$ cat src/rtl/mem_access_unit_pkg.sv
// Shared types and constants for the MIPS load/store sequencer and its lane aligner.
// Lanes are numbered big-endian: offset 0 is the most significant byte of the word.
package mips_mem_pkg;

    typedef enum logic [1:0] {
        SZ_BYTE = 2'b00,
        SZ_HALF = 2'b01,
        SZ_WORD = 2'b10
    } size_t;

    typedef enum logic [1:0] {
        IDLE,
        READ,
        WRITE,
        RESP
    } lsu_state_t;

    localparam logic [1:0] LANE_B0 = 2'd0;
    localparam logic [1:0] LANE_B1 = 2'd1;
    localparam logic [1:0] LANE_B2 = 2'd2;
    localparam logic [1:0] LANE_B3 = 2'd3;
    localparam logic [1:0] LANE_H0 = 2'd0;
    localparam logic [1:0] LANE_H1 = 2'd2;

    localparam logic [1:0] SIZE_RESERVED = 2'b11;

endpackage

$ cat src/rtl/mem_access_unit_lane_align.sv
// Combinational big-endian lane logic: extracts and extends a load lane, and
// merges store data into the addressed lane(s) of an existing word.
module lsu_lane_align
    import mips_mem_pkg::*;
(
    input  logic [31:0] word,
    input  logic [1:0]  offset,
    input  size_t       size,
    input  logic        sign_ext,
    input  logic [31:0] wdata,
    output logic [31:0] load_val,
    output logic [31:0] store_word
);

    logic [7:0]  byte_lane;
    logic [15:0] half_lane;

    always_comb begin
        byte_lane = 8'h00;
        case (offset)
            LANE_B0: byte_lane = word[31:24];
            LANE_B1: byte_lane = word[23:16];
            LANE_B2: byte_lane = word[15:8];
            LANE_B3: byte_lane = word[7:0];
            default: byte_lane = 8'h00;
        endcase
        half_lane = (offset == LANE_H1) ? word[15:0] : word[31:16];
    end

    // A word access (or anything not byte/half) passes straight through both paths.
    always_comb begin
        load_val   = word;
        store_word = wdata;
        case (size)
            SZ_BYTE: begin
                load_val   = {{24{sign_ext & byte_lane[7]}}, byte_lane};
                store_word = word;
                case (offset)
                    LANE_B0: store_word[31:24] = wdata[7:0];
                    LANE_B1: store_word[23:16] = wdata[7:0];
                    LANE_B2: store_word[15:8]  = wdata[7:0];
                    LANE_B3: store_word[7:0]   = wdata[7:0];
                    default: store_word        = word;
                endcase
            end
            SZ_HALF: begin
                load_val   = {{16{sign_ext & half_lane[15]}}, half_lane};
                store_word = word;
                if (offset == LANE_H1) begin
                    store_word[15:0] = wdata[15:0];
                end else begin
                    store_word[31:16] = wdata[15:0];
                end
            end
            default: begin
                load_val   = word;
                store_word = wdata;
            end
        endcase
    end

endmodule

$ cat src/rtl/mem_access_unit.sv
// Load/store sequencer in front of a word-only data memory: alignment checks,
// load lane extraction, and read-modify-write for byte/half stores.
module mem_access_unit
    import mips_mem_pkg::*;
#(
    parameter int MEM_WORDS = 1024
) (
    input  logic        clk,
    input  logic        rst_n,
    input  logic        req,
    input  logic        wr,
    input  logic [1:0]  size,
    input  logic        sign_ext,
    input  logic [31:0] addr,
    input  logic [31:0] wdata,
    output logic        ready,
    output logic        done,
    output logic        err,
    output logic [31:0] rdata,
    output logic [31:0] mem_addr,
    output logic [31:0] mem_wdata,
    output logic        mem_we,
    output logic        mem_re,
    input  logic [31:0] mem_rdata
);

    localparam logic [32:0] ADDR_LIMIT = 33'(4 * MEM_WORDS);

    lsu_state_t  state;
    lsu_state_t  next_state;
    logic        wr_q;
    logic        sign_q;
    logic        err_q;
    size_t       size_q;
    logic [1:0]  offset_q;
    logic [31:0] wdata_q;
    logic        accept;
    logic        reject;
    logic [31:0] load_val;
    logic [31:0] store_word;

    assign reject = (size == SIZE_RESERVED)
                  | ((size == SZ_HALF) & addr[0])
                  | ((size == SZ_WORD) & (addr[1:0] != 2'b00))
                  | ({1'b0, addr} >= ADDR_LIMIT);

    assign accept = (state == IDLE) & req;

    always_ff @(posedge clk or negedge rst_n) begin
        if (!rst_n) begin
            state <= IDLE;
        end else begin
            state <= next_state;
        end
    end

    always_comb begin
        next_state = state;
        case (state)
            IDLE: begin
                if (req) begin
                    if (reject) begin
                        next_state = RESP;
                    end else if (wr && (size == SZ_WORD)) begin
                        next_state = WRITE;
                    end else begin
                        next_state = READ;
                    end
                end
            end
            READ:    next_state = wr_q ? WRITE : RESP;
            WRITE:   next_state = RESP;
            RESP:    next_state = IDLE;
            default: next_state = IDLE;
        endcase
    end

    // Memory strobes come from state alone so a reset drops them immediately.
    always_comb begin
        ready  = (state == IDLE);
        mem_re = (state == READ);
        mem_we = (state == WRITE);
        done   = (state == RESP);
        err    = (state == RESP) & err_q;
    end

    lsu_lane_align u_lane_align (
        .word       (mem_rdata),
        .offset     (offset_q),
        .size       (size_q),
        .sign_ext   (sign_q),
        .wdata      (wdata_q),
        .load_val   (load_val),
        .store_word (store_word)
    );

    // The read word is consumed on the READ edge: loads update rdata,
    // partial stores register the merged word for the following WRITE.
    always_ff @(posedge clk or negedge rst_n) begin
        if (!rst_n) begin
            wr_q      <= 1'b0;
            sign_q    <= 1'b0;
            err_q     <= 1'b0;
            size_q    <= SZ_BYTE;
            offset_q  <= 2'b00;
            wdata_q   <= 32'h0;
            mem_addr  <= 32'h0;
            mem_wdata <= 32'h0;
            rdata     <= 32'h0;
        end else begin
            if (accept) begin
                wr_q     <= wr;
                sign_q   <= sign_ext;
                err_q    <= reject;
                size_q   <= size_t'(size);
                offset_q <= addr[1:0];
                wdata_q  <= wdata;
                if (!reject) begin
                    mem_addr  <= {2'b00, addr[31:2]};
                    mem_wdata <= wdata;
                end
            end
            if (state == READ) begin
                if (wr_q) begin
                    mem_wdata <= store_word;
                end else begin
                    rdata <= load_val;
                end
            end
        end
    end

    a_no_we_and_re: assert property (@(posedge clk) disable iff (!rst_n) !(mem_we && mem_re));

endmodule

$ cat config.mk
export PLATFORM = sky130hd
export DESIGN_NAME = mem_access_unit
export DESIGN_NICKNAME = d
export VERILOG_FILES = /design/src/rtl/mem_access_unit_pkg.sv /design/src/rtl/mem_access_unit_lane_align.sv /design/src/rtl/mem_access_unit.sv
export SDC_FILE = /design/constraint.sdc
export NUM_CORES = 1
export LEC_CHECK = 0
export ABC_AREA = 0
export BUFFER_PORTS_ARGS = -buffer_cell sky130_fd_sc_hd__buf_2
export CAP_MARGIN = 20
export CORE_MARGIN = 2
export CORE_UTILIZATION = 57
export DETAILED_ROUTE_END_ITERATION = 6
export PLACE_DENSITY = 0.86
export SKIP_LAST_GASP = 1
export SLEW_MARGIN = 20
export SYNTH_ARGS = -nofsm -noshare
export SYNTH_HDL_FRONTEND = slang
export SYNTH_SLANG_ARGS = --single-unit
$ cat constraint.sdc
create_clock -name clk -period 3.9 [get_ports clk]
set_input_delay 0.78 -clock clk [delete_from_list [all_inputs] [get_ports clk]]
set_output_delay 0.78 -clock clk [all_outputs]
set_load 0.02 [all_outputs]
After elaboration in Yosys (flattened, before gate mapping)
Cells that the tools add are included.

cells by class
  $lt $le $gt $ge = 1
  shift operators = 0
  divide/modulo/power cells = 0
  $mul = 0
  add/sub/neg operators = 0
  bitwise gates (word level) = 11
  reduce and logical (&&, ||, !) cells = 7
  muxes and demuxes = 19
  equal/unequal tests = 11

operators with widths
  operator              number
  $mux 32               4
  $pmux 32 s2           2
  $mux 16               3
  $ge 32x13->1 const B  1
  $mux 8                4
  $pmux 8 s4            1
  $eq 2x2->1 const B    6
  $eq 2x1->1 const B    4
  $pmux 2 s4            1
  $and 1x1->1           6
  $logic_not 2->1       3
  $mux 2                3
  $reduce_and 2->1      2
  $or 1x1->1            3
  $ne 2x2->1 const B    1
  $not 1->1             2
  $reduce_bool 2->1     1
  $logic_and 1x1->1     1
  $mux 1                1

word-level totals
  output and inout bits = 101
  word-level logic and storage cells = 59
  bits in latches = 0
  bits of input ports = 103
  RAM bits = 0
  register bits = 135
  bits in read-only memories = 0
  memories = 0

Depth between registers and ports, before layout
  depth in word-level cells = 9
  gate-level depth with buffers = 8
  depth with buffers taken out = 6

Modules after synthesis
A second synthesis with hierarchy kept.

second synthesis, totals
  cell total of the unflattened synthesis = 816
  area, all modules = 7,790.0 um^2

modules (own cells, without submodules)
  module           cells an instance  seq. area each (um^2)  times used  area an instance (um^2)
  mem_access_unit  552                3,378.2                1           5,815.6
  lsu_lane_align   264                0.0                    1           1,974.4

Worst setup path after synthesis
Ideal clock, no wire load.

  kind = in2reg
  start point = in addr[26]
  end point = reg mem_addr[1]
  data arrival time = 1.948 ns
  stages = 5
  library setup time = 0.127 ns
  required time = 3.773 ns
  path buffers = 1
  setup slack = 1.825 ns
  cells stage by stage = nor4_2 > o211ai_2 > nor2_4 > buf_6 > mux2_1

on the way
  longest elaborated chain between the ends = 4

ends and longest elaborated chain
  item                               line                    text
  from (decl)                        mem_access_unit.sv:14   input logic [31:0] addr,
  $ge 32x13->1                       mem_access_unit.sv:45   | ({1'b0, addr} >= ADDR_LIMIT);
  $or 1x1->1                         mem_access_unit.sv:45
  $not 1->1 (no source line)         n/a
  $reduce_and 2->1 (no source line)  n/a
  to (signal assigned)               mem_access_unit.sv:119  mem_addr <= {2'b00, addr[31:2]};
  to (decl)                          mem_access_unit.sv:20   output logic [31:0] mem_addr,

No other way between the ends.
A chain may end at the register's enable or synchronous reset.

Worst setup path after layout
  start point = reg state[0]
  end point = reg mem_addr[0]

on the way
  longest elaborated chain between the ends = 3

ends and longest elaborated chain
  item                               line                   text
  from (decl)                        mem_access_unit.sv:29  lsu_state_t state;
  from (signal assigned)             mem_access_unit.sv:53  state <= next_state;
  $logic_not 2->1                    mem_access_unit.sv:47  assign accept = (state == IDLE) & req;
  $and 1x1->1                        mem_access_unit.sv:47
  $reduce_and 2->1 (no source line)  n/a

No other way between the ends.

==> run metrics <==
core footprint 12600 um2; dpl ws 1.08 ns; CP Max Fanout 33; Sw Ratio 43.4%; setup bufs post-CTS 0; DIE WIDTH 118 um; synth warn 0; largest net degree at the start of global routing 95; DRT Pass-1 Iters 6; Max Cap Violations 0; crit path DAT 2.84 ns; io pins 204; cells on worst reg2reg path 7; Netlist Area Pre-Place 7380 um2; post-cts sizing count 0; CTS max path bufs 2; CP startpoint state[0]; r2r setup slk 1.36 ns; Mean Syn Cell Area 9.24 um2; fin crit share 65.1%; DRC Markers 0; number of hold buffers added after CTS 0; mux share of post-synthesis cell area 5.61%; CTS tree done; XOR/XNOR Fraction of Synth Area 0.119%; share of cells above drive strength 1 27.7%; Pwr Density 829 nW/um2; Seq/Total Area, Yosys 45.8%; IO buf count 201; highest clock rate 394 MHz; CP Capture Type register; antenna cells 0; Tightest Hold Check Type primary input to asynchronous set/reset pin; Gate Count Post-Synth 799; EDFF count, synth 0; P_sw 0.00323 W; fillers 981; row count 41; Reg power frac 32.4%; via/cell ratio 6.22; compound-gate portion of the synthesized area 21.1%; CP startpoint kind register; largest area contributor in the netlist dfrtp_1; asr flop ratio synth 100%; GP Congestion 0.895; status finished, final reports clean; area share of fa/ha/maj cells after synthesis 0.678%; Int Pwr 0.00421 W; top_reg_cell synth dfrtp_1; clock transition at the registers of the reported paths 0.06 ns; Crit Path Class register to register; # clock sinks 135; Slew Viols, Final 0; Critical R2R Launch state[0]; top post-synthesis cells by area dfrtp_1 46%, nand2_1 6.7%, a22oi_1 4.1%; worst-skew pair later-pin latency 0.42 ns; Critical Path RT 4.20 ns; Synth top cells by count 135 x dfrtp_1, 131 x nand2_1, 52 x nor2_1; reg-to-reg endpoint mem_addr[0]; post-route ant nets 0; clk_skew 0.00970 ns; gr usage total 32.5%; area grow syn2layout 21.5%; Hold Fails Final Rpt 0; vias in the first global route 6534; Slew @ Worst Pin 0.955 ns; vias 7093; DIE AREA 13900 um2; Initial Util 58.5%; drt wl/cell 19.8 um; Clk pwr share 22.1%; Post-Synth Simple-Gate Area 20.9%; initial antenna violation count 1; Initial DRC Count 983; unrepaired setup endpoints after global routing false; gr ovfl total 0; # setup viols final 0; total CTS buffers 17; synthesis-stage register bit count 135; CTS root buf clkbuf_16; post-synth top area share 45.8%; worst setup margin 1.36 ns; setup TNS 0 ns; combinational power share 45.6%; H-tree depth 4; final WL 22600 um; cell with the most instances after synthesis dfrtp_1; Slew headroom 36.2%; synth unique cells 50; first-pass GRT wire length 35600 um; Final nets 1064; Post-DP HPWL 14900 um; post-layout min period 2.54 ns; Overall Power 0.00743 W; worst vdd rail ir drop 0.000409 V; largest family of logic cells by synthesized area compound AO/OA/AOI/OAI gates; leakage 4.37 nW; Chip Height 118 um
-- worst max-delay path by stage --
| stage | cells after the start | slack [ns] | end |
|---|---|---|---|
| 6_report | 7 | 1.36 | mem_addr[0] |
| 5_1_grt | 7 | 1.26 | mem_addr[0] |
| 4_1_cts | 7 | 1.42 | mem_addr[0] |
| 3_5_place_dp | 6 | 1.08 | mem_addr[0] |
| 3_3_place_gp | 6 | 1.15 | mem_addr[0] |
| 2_1_floorplan | 5 | 1.82 | mem_addr[1] |
-- logic make-up (layout without fill, tap and decap cells) --
kind of cell	after synthesis	in the layout
AO/OA/AOI/OAI	237	237
XOR/XNOR	1	1
adder cells (fa/ha/maj)	4	4
buffers and inverters	91	260
flip-flops	135	135
multiplexers	27	27
other	1	2
AND/OR/NAND/NOR	303	303
-- final cells by class --
cell class                 instances  area (um2)  share of cell area (%)
inverter                          13        48.8                   0.544
clock buffer                      17         425                    4.74
tap                              172         215                    2.40
multi-input combinational        574        3590                    40.0
clock inverter                    14         175                    1.95
timing repair buffer             216        1140                    12.7
sequential                       135        3380                    37.7
-- routing by layer --
layer  wire, um  vias up  track usage [%]
li1           -     3197                -
met1       8920     3331             44.9
met2      10400      506             50.3
met3       2550       59             7.22
met4        724        0             12.7
met5          0        -                0
-- sequential cells by signal (all words and copies together), names as in the netlist --
signal / flops
wdata_q: 32
err_q: 1
wr_q: 1
rdata: 32
sign_q: 1
mem_addr: 30
state: 2
size_q: 2
mem_wdata: 32
offset_q: 2
-- power groups by stage --
stage	logic (W)	clock network (W)	registers (W)
2_1_floorplan	0.00207	0	0.00265
3_3_place_gp	0.00319	0	0.00243
3_5_place_dp	0.00325	0	0.00244
4_1_cts	0.00329	0.00165	0.00243
5_1_grt	0.00370	0.00172	0.00246
6_report	0.00339	0.00164	0.00241
-- metrics by stage --
step | utilization, % | instance area, um2 | hold slack (ns) | instances
after floorplan | - | 7390 | 0.437 | 800
after global placement | 66.2 | 8350 | 0.451 | 1109
after detailed placement | 66.2 | 8350 | 0.458 | 1109
after CTS | 70.9 | 8950 | 0.473 | 1140
after global routing | 71.1 | 8970 | 0.494 | 1141
final | 71.1 | 8970 | 0.431 | 1141
-- cells in the final DEF (no fill, tap or decap), drive strengths merged, types with 8 or more instances in the layout --
master,n
a21oi,27
a22oi,41
a31oi,48
a32oi,8
and2,19
and3,32
buf,216
clkbuf,17
dfrtp,135
inv,16
mux2,11
mux2i,8
mux4,8
nand2,131
nand2b,11
nor2,54
nor2b,22
nor3b,15
o211ai,17
o21ai,50
o22a,8
o22ai,26
o311ai,9
-- critical path, stage by stage (launching register included) --
cell and delay (ns):
dfrtp_1 0.41, inv_1 0.10, ha_1 0.29, and2_2 0.23
nand4_4 0.10, buf_4 0.27, nor2_4 0.60, mux2_2 0.41
Power figures use the tool's default switching activity.
